## src/rtl/led_ctrl_pkg.sv

```systemverilog
// Shared constants and LED drive helper for the serial LED controller.
package led_ctrl_pkg;
  localparam int MODE_W      = 2;
  localparam int ADDR_W_DEF  = 5;
  localparam int SYNC_STAGES = 2;
  localparam int ARM_CYCLES  = 3;

  localparam logic [MODE_W-1:0] MODE_OFF     = 2'b00;
  localparam logic [MODE_W-1:0] MODE_ON      = 2'b01;
  localparam logic [MODE_W-1:0] MODE_PATTERN = 2'b10;
  localparam logic [MODE_W-1:0] MODE_BLINK   = 2'b11;

  localparam logic [ADDR_W_DEF-1:0] BCAST_ADDR = '1;

  function automatic logic led_drive(input logic [MODE_W-1:0] m, input logic pat,
                                     input logic blink);
    logic o;
    case (m)
      MODE_ON:      o = 1'b1;
      MODE_PATTERN: o = pat;
      MODE_BLINK:   o = blink;
      default:      o = 1'b0;
    endcase
    return o;
  endfunction
endpackage

```

## src/rtl/sync_edge_det.sv

```systemverilog
// Two-flop synchroniser with a third flop for rising-edge detection.
// rise is masked by arm so pins already high at reset release stay quiet.
module sync_edge_det
  import led_ctrl_pkg::*;
(
  input  logic clk,
  input  logic rst,
  input  logic arm,
  input  logic d,
  output logic level,
  output logic rise
);
  logic [SYNC_STAGES:0] sh;

  always_ff @(posedge clk) begin
    if (rst) sh <= '0;
    else     sh <= {sh[SYNC_STAGES-1:0], d};
  end

  // level comes from the edge flop so level and rise share one timing reference
  assign level = sh[SYNC_STAGES];
  assign rise  = arm & sh[SYNC_STAGES-1] & ~sh[SYNC_STAGES];
endmodule

```

## src/rtl/led_serial_ctrl.sv

```systemverilog
// Serial-command LED controller: shifts {mode,addr} words in on SCLK, decodes on SLATCH.
// Optional daisy-chain output on SDO when LED_DAISY_CHAIN_EN is defined.
module led_serial_ctrl #(
  parameter int NUM_LEDS    = 16,
  parameter int ADDR_W      = 5,
  parameter int MODE_W      = led_ctrl_pkg::MODE_W,
  parameter int BLINK_DIV_W = 16
) (
  input  logic                CLK,
  input  logic                RESET,
  input  logic                SCLK,
  input  logic                SDATA,
  input  logic                SLATCH,
  input  logic                PATTERN,
  output logic [NUM_LEDS-1:0] LED,
  output logic                CMD_OK,
  output logic                CMD_ERR,
  output logic                SDO
);
  import led_ctrl_pkg::*;

  localparam int WORD_W = MODE_W + ADDR_W;
  localparam int CNT_W  = $clog2(WORD_W + 2);

  logic [1:0]                      arm_cnt;
  logic                            arm;
  logic                            sclk_rise, slatch_rise, sdata_lvl, pat_lvl;
  logic                            sclk_lvl, slatch_lvl, sdata_rise, pat_rise;
  logic [WORD_W-1:0]               sr, sr_nxt;
  logic [CNT_W-1:0]                bit_cnt, cnt_nxt;
  logic [NUM_LEDS-1:0][MODE_W-1:0] mode;
  logic [BLINK_DIV_W-1:0]          blink_cnt;
  logic [NUM_LEDS-1:0]             led_nxt;
  logic [ADDR_W-1:0]               addr;
  logic [MODE_W-1:0]               md;
  logic                            bcast, cmd_valid;

  always_ff @(posedge CLK) begin
    if (RESET)                         arm_cnt <= '0;
    else if (arm_cnt != 2'(ARM_CYCLES)) arm_cnt <= arm_cnt + 2'd1;
  end
  assign arm = (arm_cnt == 2'(ARM_CYCLES));

  sync_edge_det u_sclk   (.clk(CLK), .rst(RESET), .arm(arm), .d(SCLK),
                          .level(sclk_lvl),   .rise(sclk_rise));
  sync_edge_det u_sdata  (.clk(CLK), .rst(RESET), .arm(arm), .d(SDATA),
                          .level(sdata_lvl),  .rise(sdata_rise));
  sync_edge_det u_slatch (.clk(CLK), .rst(RESET), .arm(arm), .d(SLATCH),
                          .level(slatch_lvl), .rise(slatch_rise));
  sync_edge_det u_pat    (.clk(CLK), .rst(RESET), .arm(arm), .d(PATTERN),
                          .level(pat_lvl),    .rise(pat_rise));

  assign addr      = sr[ADDR_W-1:0];
  assign md        = sr[WORD_W-1 -: MODE_W];
  assign bcast     = (addr == {ADDR_W{1'b1}});
  assign cmd_valid = (bit_cnt == CNT_W'(WORD_W)) && (bcast || (addr < ADDR_W'(NUM_LEDS)));

  // A shift coinciding with a latch starts the next word with that bit.
  always_comb begin
    sr_nxt  = sr;
    cnt_nxt = bit_cnt;
    if (slatch_rise) begin
      sr_nxt  = sclk_rise ? {{(WORD_W-1){1'b0}}, sdata_lvl} : '0;
      cnt_nxt = sclk_rise ? CNT_W'(1) : '0;
    end else if (sclk_rise) begin
      sr_nxt = {sr[WORD_W-2:0], sdata_lvl};
      if (bit_cnt != CNT_W'(WORD_W + 1)) cnt_nxt = bit_cnt + CNT_W'(1);
    end
  end

  always_ff @(posedge CLK) begin
    if (RESET) begin
      sr      <= '0;
      bit_cnt <= '0;
      mode    <= '0;
      CMD_OK  <= 1'b0;
      CMD_ERR <= 1'b0;
    end else begin
      sr      <= sr_nxt;
      bit_cnt <= cnt_nxt;
      CMD_OK  <= slatch_rise & cmd_valid;
      CMD_ERR <= slatch_rise & ~cmd_valid;
      if (slatch_rise && cmd_valid) begin
        for (int i = 0; i < NUM_LEDS; i++)
          if (bcast || addr == ADDR_W'(i)) mode[i] <= md;
      end
    end
  end

  always_comb begin
    led_nxt = '0;
    for (int i = 0; i < NUM_LEDS; i++)
      led_nxt[i] = led_drive(mode[i], pat_lvl, blink_cnt[BLINK_DIV_W-1]);
  end

  always_ff @(posedge CLK) begin
    if (RESET) begin
      blink_cnt <= '0;
      LED       <= '0;
    end else begin
      blink_cnt <= blink_cnt + 1'b1;
      LED       <= led_nxt;
    end
  end

`ifdef LED_DAISY_CHAIN_EN
  always_ff @(posedge CLK) begin
    if (RESET) SDO <= 1'b0;
    else       SDO <= sr_nxt[WORD_W-1];
  end
`else
  assign SDO = 1'b0;
`endif

endmodule

```

## config.mk

```make
export PLATFORM = sky130hd
export DESIGN_NAME = led_serial_ctrl
export DESIGN_NICKNAME = d
export VERILOG_FILES = /design/src/rtl/led_ctrl_pkg.sv /design/src/rtl/sync_edge_det.sv /design/src/rtl/led_serial_ctrl.sv
export SDC_FILE = /design/constraint.sdc
export NUM_CORES = 1
export LEC_CHECK = 0
export ABC_CLOCK_PERIOD_IN_PS = 2500
export CORE_ASPECT_RATIO = 1.5
export CORE_MARGIN = 2
export CORE_UTILIZATION = 63
export DETAILED_ROUTE_END_ITERATION = 8
export PLACE_DENSITY = 0.81
export REMOVE_ABC_BUFFERS = 1
export SLEW_MARGIN = 10
export SYNTH_ARGS = -nofsm -noshare
export SYNTH_HDL_FRONTEND = slang
export SYNTH_SLANG_ARGS = --single-unit
export TNS_END_PERCENT = 100
```

## constraint.sdc

```tcl
create_clock -name CLK -period 2.5 [get_ports CLK]
set_clock_uncertainty 0.15 [all_clocks]
set_input_delay 0.75 -clock CLK [delete_from_list [all_inputs] [get_ports CLK]]
set_output_delay 0.75 -clock CLK [all_outputs]
set_load 0.05 [all_outputs]
```

==> impl_metrics.env, run 1 <==
export IMPL_first_global_vias=2690
export IMPL_port_buffers=23
export IMPL_cts_resized=0
export IMPL_ir_worst_vdd_mv=0.740
export IMPL_fp_dieW_um=67.5
export IMPL_cp_slowest_cell="clkdlybuf4s50_1"
export IMPL_cts_hold_fix_buffers=0
export IMPL_synth_most_common_cell="dfxtp_1"
export IMPL_vias=2717
export IMPL_antenna_cells=0
export IMPL_min_period_over_period=0.953
export IMPL_crit_family="buffers and inverters"
export IMPL_path_class="reg2out"
export IMPL_status="completed"
export IMPL_rows=34
export IMPL_design_die_area_mm2=0.00669
export IMPL_crit_chain="clkdlybuf4s50_1"
export IMPL_synth_seq_cells=91
export IMPL_critPathMaxStageDelay_ns=0.80
export IMPL_synth_top_area_frac=0.478
export IMPL_synthArstFlopShare=0
export IMPL_seqCellArea_mm2=0.00182
export IMPL_drive_gt1_frac=0.0911
export IMPL_period_minus_slack_ns=2.38
export IMPL_swShare=0.203
export IMPL_setup_worst_path_start_class="flop"
export IMPL_pwr_share_seq=0.544
export IMPL_p_comb_frac=0.029
export IMPL_multiInputGateArea_mm2=0.00179
export IMPL_place_congestion=0.783
export IMPL_antenna_left=0
export IMPL_p_clk_frac=0.427
export IMPL_fillers=432
export IMPL_seq_area_frac_synth=0.478
export IMPL_grt_antenna_before_repair=0
export IMPL_synth_area_mm2=0.00381
export IMPL_final_max_slew_violation_count=0
export IMPL_critical_path_buf_inv_count=1
export IMPL_numClockSinks=91
export IMPL_grt_max_degree=35
export IMPL_setup_viol=0
export IMPL_final_setup_tns_ns=0
export IMPL_finalNonFillerCells=500
export IMPL_postCtsSetupBuffers=0
export IMPL_grt_pass1_wl_um=11600
export IMPL_cap_violations=0
export IMPL_end_kind="primary output"
export IMPL_vias_per_cell=5.43
export IMPL_relSlewSlack=0.555
export IMPL_yosysUniqueCellTypes=36
export IMPL_ys_warn_count=0
export IMPL_synth_edff_count=0
export IMPL_clkLatencyLatePin_ns=0.36
export IMPL_cts_buffers=9
export IMPL_fp_dieH_um=99.2
export IMPL_drcViolationCount=0
export IMPL_min_path_type="reg2reg"
export IMPL_fmax_mhz=420
export IMPL_synth_area_per_cell_um2=9.35
export IMPL_totalWireLength_um=6780
export IMPL_p_per_area_mw_per_mm2=635
export IMPL_ios=25
export IMPL_synthCells=407
export IMPL_cts_tree="yes"
export IMPL_worstPathArrival_ns=1.48
export IMPL_synth_top_cells_by_area="dfxtp_1 (48%), mux2i_1 (8.7%), nand2b_1 (6.1%)"
export IMPL_yosys_top_cells_count="dfxtp_1 (91), nand2b_1 (37), mux2i_1 (33)"
export IMPL_internal_power_w=0.00217
export IMPL_cp_max_fo=1
export IMPL_required_ns=1.60
export IMPL_power_switching_w=0.000553
export IMPL_finalHoldViolCount=0
export IMPL_synth_top_area_cell="dfxtp_1"
export IMPL_leakagePower_nw=1.61
export IMPL_wl_per_cell_um=13.6
export IMPL_rsz0062_at_grt="no"
export IMPL_post_place_cells=484
export IMPL_first_pass_iters=4
export IMPL_clockBufferDepth=2
export IMPL_grt_overflow=0
export IMPL_track_usage=0.229
export IMPL_drtIter0Drc=76
export IMPL_start_util=0.653
export IMPL_layout_nets=433
export IMPL_core_area_mm2=0.00583
export IMPL_dp_hpwl_um=4710
export IMPL_worst_slew_pin_slew_ns=0.667
export IMPL_area_growth_pct=12.7
export IMPL_path_clk_slew_ns=0.09
export IMPL_root_buffer="clkbuf_8"
export IMPL_synth_flop_cell="dfxtp_1"
export IMPL_h_tree_depth=3
## area by class of cell
type	instances	share of cell area
Multi-Input combinational cell	273	0.418
Inverter	19	0.0166
Tap cell	72	0.0210
Timing Repair Buffer	29	0.0630
Clock buffer	10	0.0298
Clock inverter	6	0.0265
Sequential cell	91	0.425
## cells in the final DEF, fill, tap and decap left out, types with 11 or more instances in the layout
| cell type | count |
|---|---|
| nor2_1 | 31 |
| clkdlybuf4s50_1 | 22 |
| o21ai_0 | 22 |
| a21oi_1 | 26 |
| nand2_1 | 22 |
| nor2b_1 | 18 |
| nand2b_1 | 37 |
| mux2i_1 | 33 |
| nor3_1 | 11 |
| nand3b_1 | 19 |
| inv_1 | 19 |
| dfxtp_1 | 91 |
## flip-flops by register name (all words and copies together), names as in the netlist
register     count
LED             16
CMD_ERR          1
CMD_OK           1
u_sclk.sh        3
u_sdata.sh       3
arm_cnt          2
u_slatch.sh      3
sr               7
mode            32
blink_cnt       16
bit_cnt          4
u_pat.sh         3
## power by group through the flow
stage	logic [W]	clock network [W]	registers, W
finish	0.0000797	0.00116	0.00148
global route	0.0000875	0.00124	0.00148
CTS	0.0000806	0.00119	0.00148
detailed placement	0.0000802	0	0.00151
global placement	0.0000783	0	0.00151
floorplan	0.0000451	0	0.00151
## per-layer routing
metal / GRT usage / vias up / wire length [um]
met5: 0 / - / 0
met4: 0.100 / 0 / 154
met3: 0.0554 / 14 / 183
met2: 0.407 / 37 / 3620
met1: 0.248 / 1286 / 2820
li1: - / 1380 / -
## worst paths after layout
check,startpoint,slack [ns],end,cells past startpoint
setup / recovery,LED[3],0.12,LED[3],1
hold / removal,u_sdata.sh[0],0.29,u_sdata.sh[1],1
setup reg to reg,arm_cnt[0],0.43,mode[13],6
hold reg to reg,u_sdata.sh[0],0.29,u_sdata.sh[1],1
## cell families (layout without fill, tap and decap cells)
kind of cell | count (synthesis) | count (layout) | share of synthesized area
DFF | 91 | 91 | 0.478
and+or+nand+nor | 158 | 158 | 0.235
xor gates and xnor gates | 12 | 12 | 0.0276
adders and majority gates | 4 | 4 | 0.0131
other | 1 | 1 | 0.000985
AOI/OAI and AO/OA | 61 | 61 | 0.0960
buffers and inverters | 43 | 64 | 0.0503
muxes | 37 | 37 | 0.0986
## metrics by stage
step | utilization | setup slack [ns] | instance area, um2 | power [W] | hold slack (ns)
after global placement | 0.695 | 0.516 | 4050 | 0.00159 | 0.266
final | 0.736 | 0.117 | 4290 | 0.00272 | 0.294
after CTS | 0.736 | 0.0931 | 4290 | 0.00275 | 0.298
after detailed placement | 0.695 | 0.459 | 4050 | 0.00159 | 0.277
after floorplan | - | 0.480 | 3690 | 0.00156 | 0.261
after global routing | 0.736 | 0.0595 | 4290 | 0.00281 | 0.313
Note: power is estimated with default switching activity, not from simulation.
==> run 2, diff against run 1 <==
SETUP_SLACK_MARGIN = 0.15   (was unset)
==> impl_metrics.env, run 2 (synthesis results as in run 1) <==
export IMPL_port_buffers=23
export IMPL_crit_family="buffers and inverters"
export IMPL_layout_common_cells="dfxtp_1 (91), nand2b_1 (37), mux2i_1 (33), nor2_1 (31), a21oi_1 (26)"
export IMPL_vias=2718
export IMPL_critical_path_buf_inv_count=1
export IMPL_crit_end="LED[4]"
export IMPL_fp_dieH_um=99.2
export IMPL_cp_max_fo=1
export IMPL_min_path_type="reg2reg"
export IMPL_cap_violations=0
export IMPL_track_usage=0.229
export IMPL_required_ns=1.60
export IMPL_cp_slowest_cell="dlygate4sd2_1"
export IMPL_final_setup_tns_ns=0
export IMPL_relSlewSlack=0.571
export IMPL_ir_worst_vdd_mv=0.741
export IMPL_setup_worst_path_start_class="flop"
export IMPL_clockBufferDepth=2
export IMPL_antenna_left=0
export IMPL_place_congestion=0.783
export IMPL_grt_pass1_wl_um=11600
export IMPL_grt_max_degree=35
export IMPL_top_regs="mode: 32 flops, LED: 16 flops, blink_cnt: 16 flops"
export IMPL_grt_antenna_before_repair=0
export IMPL_largest_register="mode"
export IMPL_start_util=0.653
export IMPL_fillers=444
export IMPL_rows=34
export IMPL_totalWireLength_um=6740
export IMPL_path_depth=1
export IMPL_critPathMaxStageDelay_ns=0.52
export IMPL_leakagePower_nw=1.69
export IMPL_clkLatencyLatePin_ns=0.36
export IMPL_p_per_area_mw_per_mm2=638
export IMPL_drcViolationCount=0
export IMPL_status="completed"
export IMPL_area_growth_pct=12.1
export IMPL_path_clk_slew_ns=0.09
export IMPL_final_cell_area_mm2=0.00427
export IMPL_grt_overflow=0
export IMPL_worstReg2RegStart="arm_cnt[0]"
export IMPL_placed_area_mm2=0.00405
export IMPL_ios=25
export IMPL_end_kind="primary output"
export IMPL_design_die_area_mm2=0.00669
export IMPL_setup_worst_path_start="LED[4]"
export IMPL_vias_per_cell=5.44
export IMPL_rsz0062_at_grt="no"
export IMPL_worstPathArrival_ns=1.21
export IMPL_first_pass_iters=4
export IMPL_min_period_over_period=0.842
export IMPL_worst_slew_pin_slew_ns=0.642
export IMPL_cts_hold_fix_buffers=0
export IMPL_regToRegEndpoint="mode[22]"
export IMPL_largest_reg_flops=32
export IMPL_wl_per_cell_um=13.5
export IMPL_mostFrequentLayoutCell="dfxtp_1"
export IMPL_period_minus_slack_ns=2.11
export IMPL_root_buffer="clkbuf_8"
export IMPL_path_class="reg2out"
export IMPL_layout_nets=433
export IMPL_drtIter0Drc=81
export IMPL_numClockSinks=91
export IMPL_fp_dieW_um=67.5
export IMPL_finalHoldViolCount=0
export IMPL_first_global_vias=2690
export IMPL_fmax_mhz=475
export IMPL_antenna_cells=0
export IMPL_crit_chain="dlygate4sd2_1"
export IMPL_rr_worst_depth=5
export IMPL_cts_buffers=9
export IMPL_cts_tree="yes"
export IMPL_final_max_slew_violation_count=0
export IMPL_drive_gt1_frac=0.0911
export IMPL_setup_viol=0
export IMPL_dp_hpwl_um=4710
export IMPL_h_tree_depth=3
export IMPL_core_area_mm2=0.00583
export IMPL_r2r_slack_ns=0.43
[run 2: cell count changes in the layout (fill, tap and decap cells not counted), sizes merged]
cell / before / now
clkdlybuf4s50: 22 / 4
dlygate4sd2: 0 / 18
[run 2: per-layer routing]
layer	vias up	track usage	wire (um)	share of wire
met3	14	0.0554	172	0.026
met2	38	0.407	3600	0.53
met1	1286	0.248	2810	0.42
li1	1380	-	-	-
met5	-	0	0	0
met4	0	0.100	152	0.023
[run 2: what timing repair did]
action                                  in CTS  in global routing
endpoints found under the setup margin      18                  0
gates resized for setup                     18                  0
buffers inserted                             0                  0
[run 2: worst min path at each step]
| stage | startpoint | end | cells after the start |
|---|---|---|---|
| 2_1_floorplan | u_sdata.sh[2] | sr[0] | 2 |
| 3_5_place_dp | u_slatch.sh[0] | u_slatch.sh[1] | 1 |
| 6_report | u_sdata.sh[0] | u_sdata.sh[1] | 1 |
| 5_1_grt | u_sdata.sh[1] | u_sdata.sh[2] | 1 |
| 4_1_cts | u_sdata.sh[0] | u_sdata.sh[1] | 1 |
| 3_3_place_gp | u_slatch.sh[0] | u_slatch.sh[1] | 1 |
[run 2: where the power goes]
part | internal, W | leakage, nW | total (W) | switching, W
Clock | 0.000665 | 0.113 | 0.00116 | 0.000496
Combinational | 0.0000361 | 0.846 | 0.0000796 | 0.0000435
Sequential | 0.00147 | 0.736 | 0.00148 | 0.0000120
Total | 0.00217 | 1.69 | 0.00272 | 0.000552
[run 2: through the flow]
stage / util / setup WS (ns) / cells / hold WS, ns / power (W)
5_1_grt: 0.732 / 0.277 / 500 / 0.313 / 0.00281
3_5_place_dp: 0.695 / 0.459 / 484 / 0.277 / 0.00159
4_1_cts: 0.732 / 0.369 / 500 / 0.298 / 0.00275
3_3_place_gp: 0.695 / 0.516 / 484 / 0.266 / 0.00159
6_report: 0.732 / 0.395 / 500 / 0.294 / 0.00272
2_1_floorplan: - / 0.480 / 383 / 0.261 / 0.00156
[run 2: area by class of cell]
cell class	instances	area (um2)	share of cell area
clock buffer	10	128	0.0299
clock inverter	6	114	0.0267
inverter	19	71.3	0.0167
multi-input combinational	273	1790	0.421
sequential	91	1820	0.427
tap	72	90.1	0.0211
timing repair buffer	29	248	0.0581
==> run 3, diff against run 2 <==
ABC_CLOCK_PERIOD_IN_PS = 1800   (was 2500)
CORE_UTILIZATION = 53   (was 63)
PLACE_DENSITY = 0.73   (was 0.81)
clock period = 1.8 ns   (was 2.5 ns; I/O delays follow)
==> impl_metrics.env, run 3 (synthesis results as in run 1) <==
export IMPL_status="completed"
export IMPL_cts_buffers=9
export IMPL_antenna_cells=0
export IMPL_rows=37
export IMPL_cts_tree="yes"
export IMPL_path_clk_slew_ns=0.08
export IMPL_required_ns=1.90
export IMPL_place_ws_ns=-0.0605
export IMPL_period_minus_slack_ns=1.67
export IMPL_crit_family="flip-flops"
export IMPL_setup_worst_path_start_class="flop"
export IMPL_clkLatencyLatePin_ns=0.37
export IMPL_relSlewSlack=0.583
export IMPL_setup_viol=0
export IMPL_design_die_area_mm2=0.00789
export IMPL_drtIter0Drc=110
export IMPL_hold_end="sr[0]"
export IMPL_final_max_slew_violation_count=0
export IMPL_place_congestion=0.816
export IMPL_grt_max_degree=33
export IMPL_regToRegEndpoint="mode[15]"
export IMPL_largest_reg_flops=32
export IMPL_layout_nets=451
export IMPL_crit_chain="ha_4 -> nand3b_1 -> a211oi_4 -> buf_6 -> buf_12 -> o21ai_2 -> mux2i_1"
export IMPL_track_usage=0.194
export IMPL_cp_max_fo=8
export IMPL_ir_worst_vdd_mv=0.582
export IMPL_hp_start="u_sdata.sh[2]"
export IMPL_start_util=0.552
export IMPL_first_pass_iters=4
export IMPL_numClockSinks=91
export IMPL_port_buffers=23
export IMPL_fp_dieH_um=108
export IMPL_worstPathArrival_ns=1.77
export IMPL_root_buffer="clkbuf_8"
export IMPL_min_period_over_period=0.927
export IMPL_ios=25
export IMPL_fillers=518
export IMPL_cp_slowest_cell="dfxtp_2"
export IMPL_r2r_slack_ns=0.13
export IMPL_cap_violations=0
export IMPL_core_area_mm2=0.00690
export IMPL_top_regs="mode: 32 flops, LED: 16 flops, blink_cnt: 16 flops"
export IMPL_fp_dieW_um=73.2
export IMPL_leakagePower_nw=1.85
export IMPL_antenna_left=0
export IMPL_vias=2820
export IMPL_drive_gt1_frac=0.191
export IMPL_grt_pass1_wl_um=11700
export IMPL_mostFrequentLayoutCell="dfxtp_1"
export IMPL_dp_hpwl_um=4910
export IMPL_layout_common_cells="dfxtp_1 (85), nand2b_1 (37), mux2i_1 (33), nor2_1 (30), a21oi_1 (26)"
export IMPL_h_tree_depth=3
export IMPL_end_kind="flop"
export IMPL_clockBufferDepth=2
export IMPL_totalWireLength_um=6950
export IMPL_drcViolationCount=0
export IMPL_vias_per_cell=5.38
export IMPL_rr_worst_depth=7
export IMPL_path_class="reg2reg"
export IMPL_grt_overflow=0
export IMPL_critical_path_buf_inv_count=2
export IMPL_grt_antenna_before_repair=0
export IMPL_largest_register="mode"
export IMPL_fin_ws_ns=0.132
export IMPL_area_growth_pct=23.7
export IMPL_fmax_mhz=600
export IMPL_whs_path_depth=2
export IMPL_worstReg2RegStart="bit_cnt[1]"
export IMPL_wl_per_cell_um=13.3
export IMPL_first_global_vias=2836
export IMPL_power_w=0.00369
export IMPL_worst_slew_pin_slew_ns=0.625
export IMPL_critPathMaxStageDelay_ns=0.36
export IMPL_min_path_type="reg2reg"
export IMPL_p_per_area_mw_per_mm2=783
export IMPL_finalHoldViolCount=0
export IMPL_rsz0062_at_grt="yes"
[run 3: cell count changes in the layout (fill, tap and decap cells not counted), sizes merged]
cell | previous run | this run
buf | 7 | 43
clkbuf | 10 | 12
clkinv | 1 | 2
clkinvlp | 2 | 0
bufinv | 3 | 2
dlygate4sd2 | 18 | 0
[run 3: metrics by stage]
| stage | instances | setup TNS [ns] | utilization | hold slack [ns] | cell area [um2] |
|---|---|---|---|---|---|
| after floorplan | 383 | -3.32 | - | 0.261 | 3690 |
| after global placement | 506 | -0.00200 | 0.637 | 0.266 | 4390 |
| final | 524 | 0 | 0.683 | 0.292 | 4710 |
| after CTS | 524 | 0 | 0.676 | 0.294 | 4660 |
| after detailed placement | 506 | -0.118 | 0.637 | 0.279 | 4390 |
| after global routing | 524 | 0 | 0.683 | 0.309 | 4710 |
[run 3: layout make-up]
type / count / area (um2) / share of cell area
tap: 78 / 97.6 / 0.0207
clock inverter: 4 / 73.8 / 0.0157
clock buffer: 12 / 145 / 0.0308
multi-input combinational: 273 / 1850 / 0.394
sequential: 91 / 1830 / 0.388
inverter: 19 / 71.3 / 0.0151
timing repair buffer: 47 / 639 / 0.136
[run 3: routing by layer]
layer	track usage	wire [um]	vias to the layer above
li1	-	-	1415
met1	0.187	2770	1340
met2	0.338	3720	48
met3	0.0403	171	17
met4	0.163	290	0
met5	0	0	-
[run 3: worst max-delay path by stage]
| stage | start | endpoint | cells after the start |
|---|---|---|---|
| 6_report | bit_cnt[1] | mode[15] | 7 |
| 5_1_grt | bit_cnt[1] | mode[15] | 7 |
| 4_1_cts | blink_cnt[3] | blink_cnt[13] | 4 |
| 3_5_place_dp | arm_cnt[0] | mode[31] | 6 |
| 3_3_place_gp | arm_cnt[0] | mode[30] | 6 |
| 2_1_floorplan | arm_cnt[0] | mode[20] | 5 |
[run 3: timing repair]
action,4_1_cts,5_1_grt
cloned,0,0
buffers inserted,2,0
hold buffers,0,0
resized for setup,11,13
pin swaps,2,3
endpoints found under the setup margin,34,30
[run 3: power by group]
| part | switching, W | internal, W | total, W |
|---|---|---|---|
| clock network | 0.000685 | 0.000821 | 0.00151 |
| registers | 0.0000151 | 0.00204 | 0.00206 |
| logic | 0.0000654 | 0.0000618 | 0.000127 |
[run 3: worst reg2reg max path: stages (launching register included)]
cell and delay [ns]:
dfxtp_2 0.36, ha_4 0.13, nand3b_1 0.14, a211oi_4 0.25, buf_6 0.17, buf_12 0.14
o21ai_2 0.08, mux2i_1 0.14
